--- config.mk ---
export PLATFORM = sky130hd
export DESIGN_NAME = mem_stage_flat
export DESIGN_NICKNAME = d
export VERILOG_FILES = /design/src/rtl/mem_stage_pkg.sv /design/src/rtl/mem_stage_if.sv /design/src/rtl/mem_stage_wb_mux.sv /design/src/rtl/mem_stage.sv /design/src/flat_wrapper.sv
export SDC_FILE = /design/constraint.sdc
export NUM_CORES = 1
export LEC_CHECK = 0
export CORE_AREA = 2 2 125 127
export DETAILED_ROUTE_END_ITERATION = 7
export DIE_AREA = 0 0 127 129
export PLACE_DENSITY_LB_ADDON = 0.15
export SLEW_MARGIN = 20
export SYNTH_ARGS = -nofsm -noshare
export SYNTH_HDL_FRONTEND = slang
export SYNTH_SLANG_ARGS = --single-unit
export TNS_END_PERCENT = 5
--- constraint.sdc ---
create_clock -name clk -period 2.6 [get_ports clk]
set_clock_uncertainty 0.05 [all_clocks]
set_input_delay 0.26 -clock clk [delete_from_list [all_inputs] [get_ports clk]]
set_output_delay 0.26 -clock clk [all_outputs]
set_load 0.02 [all_outputs]
--- src/rtl/mem_stage_pkg.sv ---
// mem_stage_pkg -- shared definitions for the pipeline memory stage.
//   EX_MEM / MEM_WB field bit offsets, MemToReg encodings, FSM state type.
//   No ports (package).
package mem_stage_pkg;

  localparam int unsigned DATA_W = 32;
  localparam int unsigned RD_W   = 5;

  // EX_MEM bundle layout (139 bits)
  localparam int unsigned EXM_W          = 139;
  localparam int unsigned EXM_WDATA_LSB  = 0;
  localparam int unsigned EXM_ALU_LSB    = 32;
  localparam int unsigned EXM_RD_LSB     = 64;
  localparam int unsigned EXM_MEMREAD    = 69;
  localparam int unsigned EXM_MEMWRITE   = 70;
  localparam int unsigned EXM_REGWRITE   = 71;
  localparam int unsigned EXM_MTR_LSB    = 72;
  localparam int unsigned EXM_PC4_LSB    = 74;
  localparam int unsigned EXM_LUDATA_LSB = 106;
  localparam int unsigned EXM_LUOP       = 138;

  // MEM_WB bundle layout (38 bits)
  localparam int unsigned MWB_W        = 38;
  localparam int unsigned MWB_DATA_LSB = 0;
  localparam int unsigned MWB_RD_LSB   = 32;
  localparam int unsigned MWB_REGWRITE = 37;

  // MemToReg encodings; 2'b11 is legal and selects the ALU result
  localparam logic [1:0] MTR_ALU = 2'b00;
  localparam logic [1:0] MTR_MEM = 2'b01;
  localparam logic [1:0] MTR_PC  = 2'b10;

  typedef enum logic [1:0] {
    ST_IDLE,
    ST_BUSY,
    ST_DONE
  } state_t;

endpackage

--- src/rtl/mem_stage_if.sv ---
// mem_stage_if -- data-memory req/ack bus.
//   dmem_req   : access request (held until ack or abort)
//   dmem_we    : 1 = write
//   dmem_addr  : word address
//   dmem_wdata : store data
//   dmem_rdata : read data, valid with ack
//   dmem_ack   : single-cycle completion pulse
//   master = memory stage side, slave = memory side.
interface mem_stage_if;
  import mem_stage_pkg::*;

  logic              dmem_req;
  logic              dmem_we;
  logic [DATA_W-1:0] dmem_addr;
  logic [DATA_W-1:0] dmem_wdata;
  logic [DATA_W-1:0] dmem_rdata;
  logic              dmem_ack;

  modport master (
    output dmem_req, dmem_we, dmem_addr, dmem_wdata,
    input  dmem_rdata, dmem_ack
  );

  modport slave (
    input  dmem_req, dmem_we, dmem_addr, dmem_wdata,
    output dmem_rdata, dmem_ack
  );
endinterface

--- src/rtl/mem_stage_wb_mux.sv ---
// mem_wb_mux -- combinational writeback value select.
//   i_lu_op      : select LUData over everything else
//   i_mem_to_reg : MemToReg source select
//   i_alu        : ALU result
//   i_mem_data   : loaded data
//   i_pc_plus4   : PC+4
//   i_lu_data    : LUData
//   o_data       : selected value
//   MEM_SEL = 0 builds the forwarding variant, where MemToReg 01 yields the
//   ALU result because loaded data is not yet available for forwarding.
module mem_wb_mux
  import mem_stage_pkg::*;
#(
  parameter bit MEM_SEL = 1'b1
) (
  input  logic              i_lu_op,
  input  logic [1:0]        i_mem_to_reg,
  input  logic [DATA_W-1:0] i_alu,
  input  logic [DATA_W-1:0] i_mem_data,
  input  logic [DATA_W-1:0] i_pc_plus4,
  input  logic [DATA_W-1:0] i_lu_data,
  output logic [DATA_W-1:0] o_data
);

  always_comb begin
    o_data = i_alu;
    if (i_lu_op) begin
      o_data = i_lu_data;
    end else begin
      case (i_mem_to_reg)
        MTR_MEM: o_data = MEM_SEL ? i_mem_data : i_alu;
        MTR_PC:  o_data = i_pc_plus4;
        default: o_data = i_alu;
      endcase
    end
  end

endmodule

--- src/rtl/mem_stage.sv ---
// mem_stage -- pipeline memory stage.
//   clk, reset   : rising-edge clock, synchronous active-high reset
//   EX_MEM       : 139-bit bundle from execute
//   dmem         : data-memory bus (mem_stage_if.master)
//   stall        : freeze PC/IF_ID/ID_EX/EX_MEM while an access is pending
//   fwd_rd/fwd_data/fwd_regwrite : forwarding back to execute
//   MEM_WB       : registered {RegWrite, WriteReg, WbData}
//   bus_err      : sticky dmem timeout flag
//   align_err    : sticky misalignment flag
// Optional: define MEM_STAGE_ALIGN_CHECK_EN to reject accesses with
// addr[1:0] != 0 (no request issued, load returns 0, align_err set).
module mem_stage
  import mem_stage_pkg::*;
#(
  parameter int unsigned TIMEOUT_CYCLES = 16,
  parameter int unsigned CNT_W          = 5
) (
  input  logic              clk,
  input  logic              reset,
  input  logic [EXM_W-1:0]  EX_MEM,
  mem_stage_if.master       dmem,
  output logic              stall,
  output logic [RD_W-1:0]   fwd_rd,
  output logic [DATA_W-1:0] fwd_data,
  output logic              fwd_regwrite,
  output logic [MWB_W-1:0]  MEM_WB,
  output logic              bus_err,
  output logic              align_err
);

  logic [DATA_W-1:0] w_wdata, w_addr, w_pc4, w_ludata;
  logic [RD_W-1:0]   w_rd;
  logic [1:0]        w_mtr;
  logic              w_memread, w_memwrite, w_regwrite, w_luop;
  logic              w_acc, w_is_load, w_misaligned;
  logic [DATA_W-1:0] w_wb_data, w_fwd_data;

  state_t            r_state;
  logic [CNT_W-1:0]  r_cnt;
  logic              r_req;
  logic [DATA_W-1:0] r_rdata_q;
  logic              r_bus_err;
  logic [MWB_W-1:0]  r_mem_wb;

  assign w_wdata    = EX_MEM[EXM_WDATA_LSB +: DATA_W];
  assign w_addr     = EX_MEM[EXM_ALU_LSB +: DATA_W];
  assign w_rd       = EX_MEM[EXM_RD_LSB +: RD_W];
  assign w_memread  = EX_MEM[EXM_MEMREAD];
  assign w_memwrite = EX_MEM[EXM_MEMWRITE];
  assign w_regwrite = EX_MEM[EXM_REGWRITE];
  assign w_mtr      = EX_MEM[EXM_MTR_LSB +: 2];
  assign w_pc4      = EX_MEM[EXM_PC4_LSB +: DATA_W];
  assign w_ludata   = EX_MEM[EXM_LUDATA_LSB +: DATA_W];
  assign w_luop     = EX_MEM[EXM_LUOP];

  assign w_acc     = w_memread | w_memwrite;
  // MemRead together with MemWrite is treated as a write
  assign w_is_load = w_memread & ~w_memwrite;

`ifdef MEM_STAGE_ALIGN_CHECK_EN
  logic r_align_err;

  assign w_misaligned = (w_addr[1:0] != 2'b00);

  always_ff @(posedge clk) begin
    if (reset) begin
      r_align_err <= 1'b0;
    end else if (r_state == ST_IDLE && w_acc && w_misaligned) begin
      r_align_err <= 1'b1;
    end
  end

  assign align_err = r_align_err;
`else
  assign w_misaligned = 1'b0;
  assign align_err    = 1'b0;
`endif

  always_ff @(posedge clk) begin
    if (reset) begin
      r_state   <= ST_IDLE;
      r_cnt     <= '0;
      r_req     <= 1'b0;
      r_rdata_q <= '0;
      r_bus_err <= 1'b0;
    end else begin
      case (r_state)
        ST_IDLE: begin
          r_cnt <= '0;
          if (w_acc) begin
            if (w_misaligned) begin
              r_rdata_q <= '0;
              r_state   <= ST_DONE;
            end else begin
              r_req   <= 1'b1;
              r_state <= ST_BUSY;
            end
          end
        end
        ST_BUSY: begin
          r_cnt <= r_cnt + CNT_W'(1);
          // ack wins over a timeout landing in the same cycle
          if (dmem.dmem_ack) begin
            if (w_is_load) begin
              r_rdata_q <= dmem.dmem_rdata;
            end
            r_req   <= 1'b0;
            r_state <= ST_DONE;
          end else if (r_cnt == CNT_W'(TIMEOUT_CYCLES - 1)) begin
            r_req     <= 1'b0;
            r_rdata_q <= '0;
            r_bus_err <= 1'b1;
            r_state   <= ST_DONE;
          end
        end
        ST_DONE: begin
          r_cnt   <= '0;
          r_state <= ST_IDLE;
        end
        default: begin
          r_req   <= 1'b0;
          r_state <= ST_IDLE;
        end
      endcase
    end
  end

  assign stall = w_acc & (r_state != ST_DONE);

  mem_wb_mux #(.MEM_SEL(1'b1)) u_wb_mux (
    .i_lu_op      (w_luop),
    .i_mem_to_reg (w_mtr),
    .i_alu        (w_addr),
    .i_mem_data   (r_rdata_q),
    .i_pc_plus4   (w_pc4),
    .i_lu_data    (w_ludata),
    .o_data       (w_wb_data)
  );

  mem_wb_mux #(.MEM_SEL(1'b0)) u_fwd_mux (
    .i_lu_op      (w_luop),
    .i_mem_to_reg (w_mtr),
    .i_alu        (w_addr),
    .i_mem_data   (r_rdata_q),
    .i_pc_plus4   (w_pc4),
    .i_lu_data    (w_ludata),
    .o_data       (w_fwd_data)
  );

  always_ff @(posedge clk) begin
    if (reset || stall) begin
      r_mem_wb <= '0;
    end else begin
      r_mem_wb[MWB_DATA_LSB +: DATA_W] <= w_wb_data;
      r_mem_wb[MWB_RD_LSB +: RD_W]     <= w_rd;
      r_mem_wb[MWB_REGWRITE]           <= w_regwrite & (w_rd != '0);
    end
  end

  assign MEM_WB       = r_mem_wb;
  assign bus_err      = r_bus_err;
  assign fwd_rd       = w_rd;
  assign fwd_data     = w_fwd_data;
  assign fwd_regwrite = w_regwrite & (w_mtr != MTR_MEM) & (w_rd != '0);

  assign dmem.dmem_req   = r_req;
  assign dmem.dmem_we    = w_memwrite;
  assign dmem.dmem_addr  = w_addr;
  assign dmem.dmem_wdata = w_wdata;

endmodule

--- src/flat_wrapper.sv ---
// flat-port wrapper written by rule: the top's interface ports become plain ports
module mem_stage_flat import mem_stage_pkg::*;
#(
  parameter int unsigned TIMEOUT_CYCLES = 16,
  parameter int unsigned CNT_W          = 5
)
  (clk, reset, EX_MEM, stall, fwd_rd, fwd_data, fwd_regwrite, MEM_WB, bus_err, align_err, dmem_dmem_req, dmem_dmem_we, dmem_dmem_addr, dmem_dmem_wdata, dmem_dmem_rdata, dmem_dmem_ack);
  mem_stage_if dmem_i ();
  input  logic clk;
  input  logic reset;
  input  logic [EXM_W-1:0] EX_MEM;
  output logic stall;
  output logic [RD_W-1:0] fwd_rd;
  output logic [DATA_W-1:0] fwd_data;
  output logic fwd_regwrite;
  output logic [MWB_W-1:0] MEM_WB;
  output logic bus_err;
  output logic align_err;
  output wire logic [$bits(dmem_i.dmem_req)-1:0] dmem_dmem_req;
  output wire logic [$bits(dmem_i.dmem_we)-1:0] dmem_dmem_we;
  output wire logic [$bits(dmem_i.dmem_addr)-1:0] dmem_dmem_addr;
  output wire logic [$bits(dmem_i.dmem_wdata)-1:0] dmem_dmem_wdata;
  input wire logic [$bits(dmem_i.dmem_rdata)-1:0] dmem_dmem_rdata;
  input wire logic [$bits(dmem_i.dmem_ack)-1:0] dmem_dmem_ack;
  assign dmem_dmem_req = dmem_i.dmem_req;
  assign dmem_dmem_we = dmem_i.dmem_we;
  assign dmem_dmem_addr = dmem_i.dmem_addr;
  assign dmem_dmem_wdata = dmem_i.dmem_wdata;
  assign dmem_i.dmem_rdata = dmem_dmem_rdata;
  assign dmem_i.dmem_ack = dmem_dmem_ack;
  mem_stage #(.TIMEOUT_CYCLES(TIMEOUT_CYCLES), .CNT_W(CNT_W)) u_core (.clk(clk), .reset(reset), .EX_MEM(EX_MEM), .dmem(dmem_i), .stall(stall), .fwd_rd(fwd_rd), .fwd_data(fwd_data), .fwd_regwrite(fwd_regwrite), .MEM_WB(MEM_WB), .bus_err(bus_err), .align_err(align_err));
endmodule
==> run metrics, run 1 <==
outcome=finished clean; DIE HEIGHT=129 um; Hold Violations, Final=0; clock slew at reported path FFs=60 ps; core area=15000 um^2; Max Cap Viol=0; largest family of logic cells by synthesized area=simple AND/OR/NAND/NOR gates; Flop pwr share=38.1%; WHS Path Cells=2; Hold Crit Start=reset; Slew Limit Fails=0; Final nets=884; vias per std cell=5.12; Fmax=407 MHz; Yosys reg bits=79; CTS tree=yes; synthesized area=4810 um^2; Setup Buffers After CTS=0; cells on worst reg2reg path=7; Hold Path Class=input pin to register; share of layout cells above drive strength 1=7.77%; CP Max Fanout=20; commonest non-fill, non-tap cell in the layout=clkdlybuf4s50_1; crit path time final=2460 ps; complex-gate fraction of the synthesized area=16.9%; Tcrit/Tclk final=94.4%; post-place setup slack=166 ps; slew margin rel.=50.8%; register area=1580 um^2; n_diodes=0; initial antenna violation count=0; Mapped Nets=724; Yosys warnings=0; Fillers=1415; Clock Tree Root=clkbuf_16; Gate power share=28.3%; Pleak=0.00269 uW; die area=16400 um^2; post-synthesis sequential area ratio=32.9%; Critical Path Slowest Stage Cell=clkdlybuf4s50_1; Pre-antenna DRT Iters=4; global route total overflow=0; Cell Chain, Critical Path=clkdlybuf4s50_1 -> inv_1 -> ha_4 -> buf_12 -> mux2i_1 -> a21oi_1 -> clkdlybuf4s50_1; Antenna Nets Post-Route=0; WS Path Type=input pin to output port; Crit path top cell by count=clkdlybuf4s50_1; Post-synth ARST share=0%; vias in the first global route=4601; Post-CTS Resized=0; Synth Area in Adders=1.04%; Wirelength per Cell=17.5 um; clk sinks=79; DR DRC count=0; clock power share=33.6%; routability cong.=0.798; NetSw=977 uW; Synth Area in Simple Gates=24.6%; Int Power=2440 uW; Worst EP required=2290 ps; most frequent cells in the layout=252 x clkdlybuf4s50_1, 80 x nor2_1, 79 x dfxtp_1; cell count after placement=883; io pins=319; total number of vias=4587; cts hold-fix bufs=0; multiplexer area fraction after synthesis=6.65%; num rows=45; Switching Share=28.6%; Starting Density=32.1%; Crit path arrival time=2150 ps; RSZ-0062 raised after global routing=false; peak supply drop=265 uV; # setup viols final=0; Final HPWL DP=11.7 mm; Clock Tree Buf Depth=2; Die Width=127 um; area of the multi-input gates=2440 um^2; largest net degree at the start of global routing=65; Worst Setup Start Kind=input pin; DRT iter0 DRCs=196; Post-Layout Cell Count=896; Syn Inst Count=546; Worst Hold Slack=276 ps; synth unique cells=39; Critical path origin=EX_MEM[72]; pwr dens=471 nW/um^2; Post-synth EDFFs=0; Area Growth Syn to Fin=50.6%; Top FF cell, synth=dfxtp_1; IO buf count=253; first-pass GRT wire length=24.6 mm; syn_area_per_cell=8.82 um^2; Fin Setup TNS=0 ps; Final WS setup=145 ps; aggregate routed wire length=15.7 mm; H-tree depth=3; worst r2r src=u_core.r_cnt[0]$_SDFFE_PP0P_; Worst-Margin Slew=736 ps; Synth Area in XOR/XNOR=0.546%; Worst path max stage delay=620 ps; GRT Overall Usage=18.8%; worst-skew pair later-pin latency=340 ps; Crit. End Element=output port; total CTS buffers=9
[synthesized netlist by cell type (all sizes together) (2+ instances only)]
cell    instances  share of area, %
nor4           31               6.6
a31oi           2              0.26
inv            11              0.86
dfxtp          79                33
mux2i          32               6.7
clkbuf         20               1.6
ha              4               1.0
xor2            2              0.36
nor2           80               6.2
a21oi          33               3.4
nor3            2              0.21
buf            99                15
nand2b          4              0.52
a221o          32               6.7
a221oi         32               5.8
nor3b          33               5.4
nor2b          34               4.4
[layout make-up]
| class | count | area share [%] |
|---|---|---|
| Clock inverter | 2 | 0.138 |
| Tap cell | 188 | 3.24 |
| Inverter | 11 | 0.570 |
| Timing Repair Buffer | 268 | 37.3 |
| Sequential cell | 79 | 21.8 |
| Multi-Input combinational cell | 337 | 33.6 |
| Clock buffer | 11 | 3.35 |
[stage by stage]
step                cell area, um^2  utilization (%)  total power, uW
floorplan                      4810                -             1880
global placement               7000             46.7             2290
detailed placement             7000             46.7             2300
CTS                            7250             48.4             3450
global route                   7250             48.4             3570
finish                         7250             48.4             3410
[state kept, by name, summed over array words and instances (netlist names)]
name                  flops
u_core.MEM_WB            38
u_core.dmem.dmem_req      1
u_core.bus_err            1
u_core.r_rdata_q         32
u_core.r_state            2
u_core.r_cnt              5
[kinds of logic (layout without fill, tap and decap cells)]
logic type | after synthesis | in the layout
flops | 79 | 79
fa+ha+maj | 4 | 4
compound gates | 104 | 104
xor+xnor | 3 | 3
simple gates | 193 | 193
other cells | 1 | 1
mux | 32 | 32
buf+inv | 130 | 292
[path summary, 6_finish.rpt]
kind / endpoint / slack (ps)
hold reg to reg: u_core.bus_err$_SDFFE_PP0P_ / 430
setup reg to reg: u_core.r_rdata_q[11]$_SDFFE_PP0P_ / 580
setup / recovery: fwd_data[17] / 140
hold / removal: u_core.bus_err$_SDFFE_PP0P_ / 280
[worst max-delay path, delay by kind of cell]
kind / cells / cell delay, ps
adders and majority gates: 1 / 190
buffers and inverters: 4 / 1360
muxes: 1 / 130
AOI/OAI and AO/OA: 1 / 180
[routing by layer]
metal / share of wire (%) / global-route usage [%] / up-vias / wire length, um
met5: 0 / 0 / - / 0
met4: 2.3 / 7.18 / 0 / 366
met3: 6.0 / 3.53 / 38 / 941
met2: 50 / 32.8 / 163 / 7930
met1: 41 / 23.0 / 2157 / 6470
li1: - / - / 2229 / -
[power groups by stage]
stage	clock network [uW]	registers [uW]	logic [uW]
finish	1150	1300	968
global route	1220	1310	1040
CTS	1170	1300	977
detailed placement	0	1330	973
global placement	0	1330	965
floorplan	0	1350	533
Power figures use the tool's default switching activity.
==> inputs of run 2 (changes only) <==
PLACE_DENSITY = 0.73   (was not set)
PLACE_DENSITY_LB_ADDON = not set   (was 0.15)
==> run 2 against run 1 <==
Net effect: critical path depth unchanged; non-clock buffer count unchanged; via count rose by 1.7%; sequential power about the same; setup slack worse by 55 ps; critical endpoint is now fwd_data[25]; routed wire length grew 2.6%; sequential share of layout area is 0.18 points lower; clock power increased by 15%; combinational power grew 2%.
==> run metrics, run 2 (synthesized netlist as in run 1, its figures left out) <==
Antenna Nets Post-Route=0; routability cong.=0.831; Final HPWL DP=12.2 mm; DIE HEIGHT=129 um; Worst R2R End=u_core.r_rdata_q[20]$_SDFFE_PP0P_; Worst EP required=2290 ps; DR DRC count=0; Clock Tree Buf Depth=2; vias in the first global route=4587; Pre-antenna DRT Iters=4; Area Growth Syn to Fin=51.8%; Die Width=127 um; first-pass GRT wire length=24.6 mm; H-tree depth=3; Hold Path Class=input pin to register; Critical path origin=EX_MEM[72]; Final nets=884; vias per std cell=5.20; Clock Tree Root=clkbuf_16; Fmax=398 MHz; commonest non-fill, non-tap cell in the layout=clkdlybuf4s50_1; CP Max Fanout=28; max reg flops=38; pwr dens=493 nW/um^2; aggregate routed wire length=16.1 mm; Util after Layout=48.8%; total number of vias=4663; Hold Crit Start=reset; Worst-Margin Slew=752 ps; Slew Limit Fails=0; initial antenna violation count=0; Hold Crit Endpoint=u_core.bus_err$_SDFFE_PP0P_; clk sinks=79; share of layout cells above drive strength 1=8.04%; GRT Overall Usage=18.9%; core area=15000 um^2; cts hold-fix bufs=0; Crit. End Element=output port; Max Cap Viol=0; cells on worst reg2reg path=7; register area=1580 um^2; CTS tree=yes; WHS Path Cells=2; Tcrit/Tclk final=96.5%; global route total overflow=0; area of the multi-input gates=2440 um^2; peak supply drop=265 uV; slew margin rel.=49.7%; Wirelength per Cell=18.0 um; IO buf count=253; Crit path arrival time=2200 ps; Setup Buffers After CTS=0; Post-CTS Resized=0; num rows=45; clock slew at reported path FFs=50 ps; die area=16400 um^2; Post-Layout Cell Count=897; most frequent cells in the layout=251 x clkdlybuf4s50_1, 80 x nor2_1, 79 x dfxtp_1; worst-skew pair later-pin latency=330 ps; io pins=319; Hold Violations, Final=0; Starting Density=32.1%; RSZ-0062 raised after global routing=false; Fin Setup TNS=0 ps; DRT iter0 DRCs=238; worst r2r src=u_core.r_cnt[0]$_SDFFE_PP0P_; crit path time final=2510 ps; # setup viols final=0; Pleak=0.00271 uW; Final WS setup=90.2 ps; total CTS buffers=9; n_diodes=0; post-place setup slack=131 ps; largest net degree at the start of global routing=38; WS Path Type=input pin to output port; Worst Setup Start Kind=input pin; outcome=finished clean; cell count after placement=883; Fillers=1371; R2R Setup Slk=600 ps
run 2: cell count changes in the layout (fill, tap and decap cells not counted):
cell             before  now
bufinv_16             0    2
buf_12                5    6
clkbuf_8              1    0
clkdlybuf4s50_1     252  251
clkinv_2              2    1
clkinvlp_4            0    1
run 2: layout make-up:
type | count | area share, %
Multi-Input combinational cell | 337 | 33.3
Sequential cell | 79 | 21.6
Timing Repair Buffer | 268 | 37.1
Tap cell | 188 | 3.22
Clock inverter | 4 | 0.993
Clock buffer | 10 | 3.13
Inverter | 11 | 0.565
run 2: worst max path at each step:
| stage | endpoint |
|---|---|
| 4_1_cts | fwd_data[13] |
| 3_3_place_gp | fwd_data[17] |
| 3_5_place_dp | fwd_data[13] |
| 6_report | fwd_data[25] |
| 2_1_floorplan | u_core.r_rdata_q[0]$_SDFFE_PP0P_ |
| 5_1_grt | fwd_data[13] |
run 2: per-layer routing:
metal  track usage (%)  up-vias  share of wire [%]
met5                 0        -                  0
met4              6.98        0                1.8
met3              3.41       24                6.1
met2              33.2      186                 51
met1              23.2     2225                 42
li1                  -     2228                  -
run 2: report_power, final:
| group | leakage, uW | internal [uW] | switching [uW] |
|---|---|---|---|
| Combinational | 0.00192 | 514 | 471 |
| Sequential | 0.000643 | 1270 | 29.5 |
| Clock | 0.000144 | 828 | 489 |
| Total | 0.00271 | 2610 | 989 |
run 2: through the flow:
step                area, um^2  hold slack, ps  total power, uW
floorplan                 4810             322             1880
global placement          7010             419             2290
detailed placement        7010             429             2310
CTS                       7310             302             3630
global route              7310             323             3750
finish                    7310             316             3600
run 2: critical path, cell delays in order:
cell and delay [ps]:
clkdlybuf4s50_1 490, inv_1 80, ha_4 180, buf_12 170, mux2i_1 140, a21oi_1 220
clkdlybuf4s50_1 650
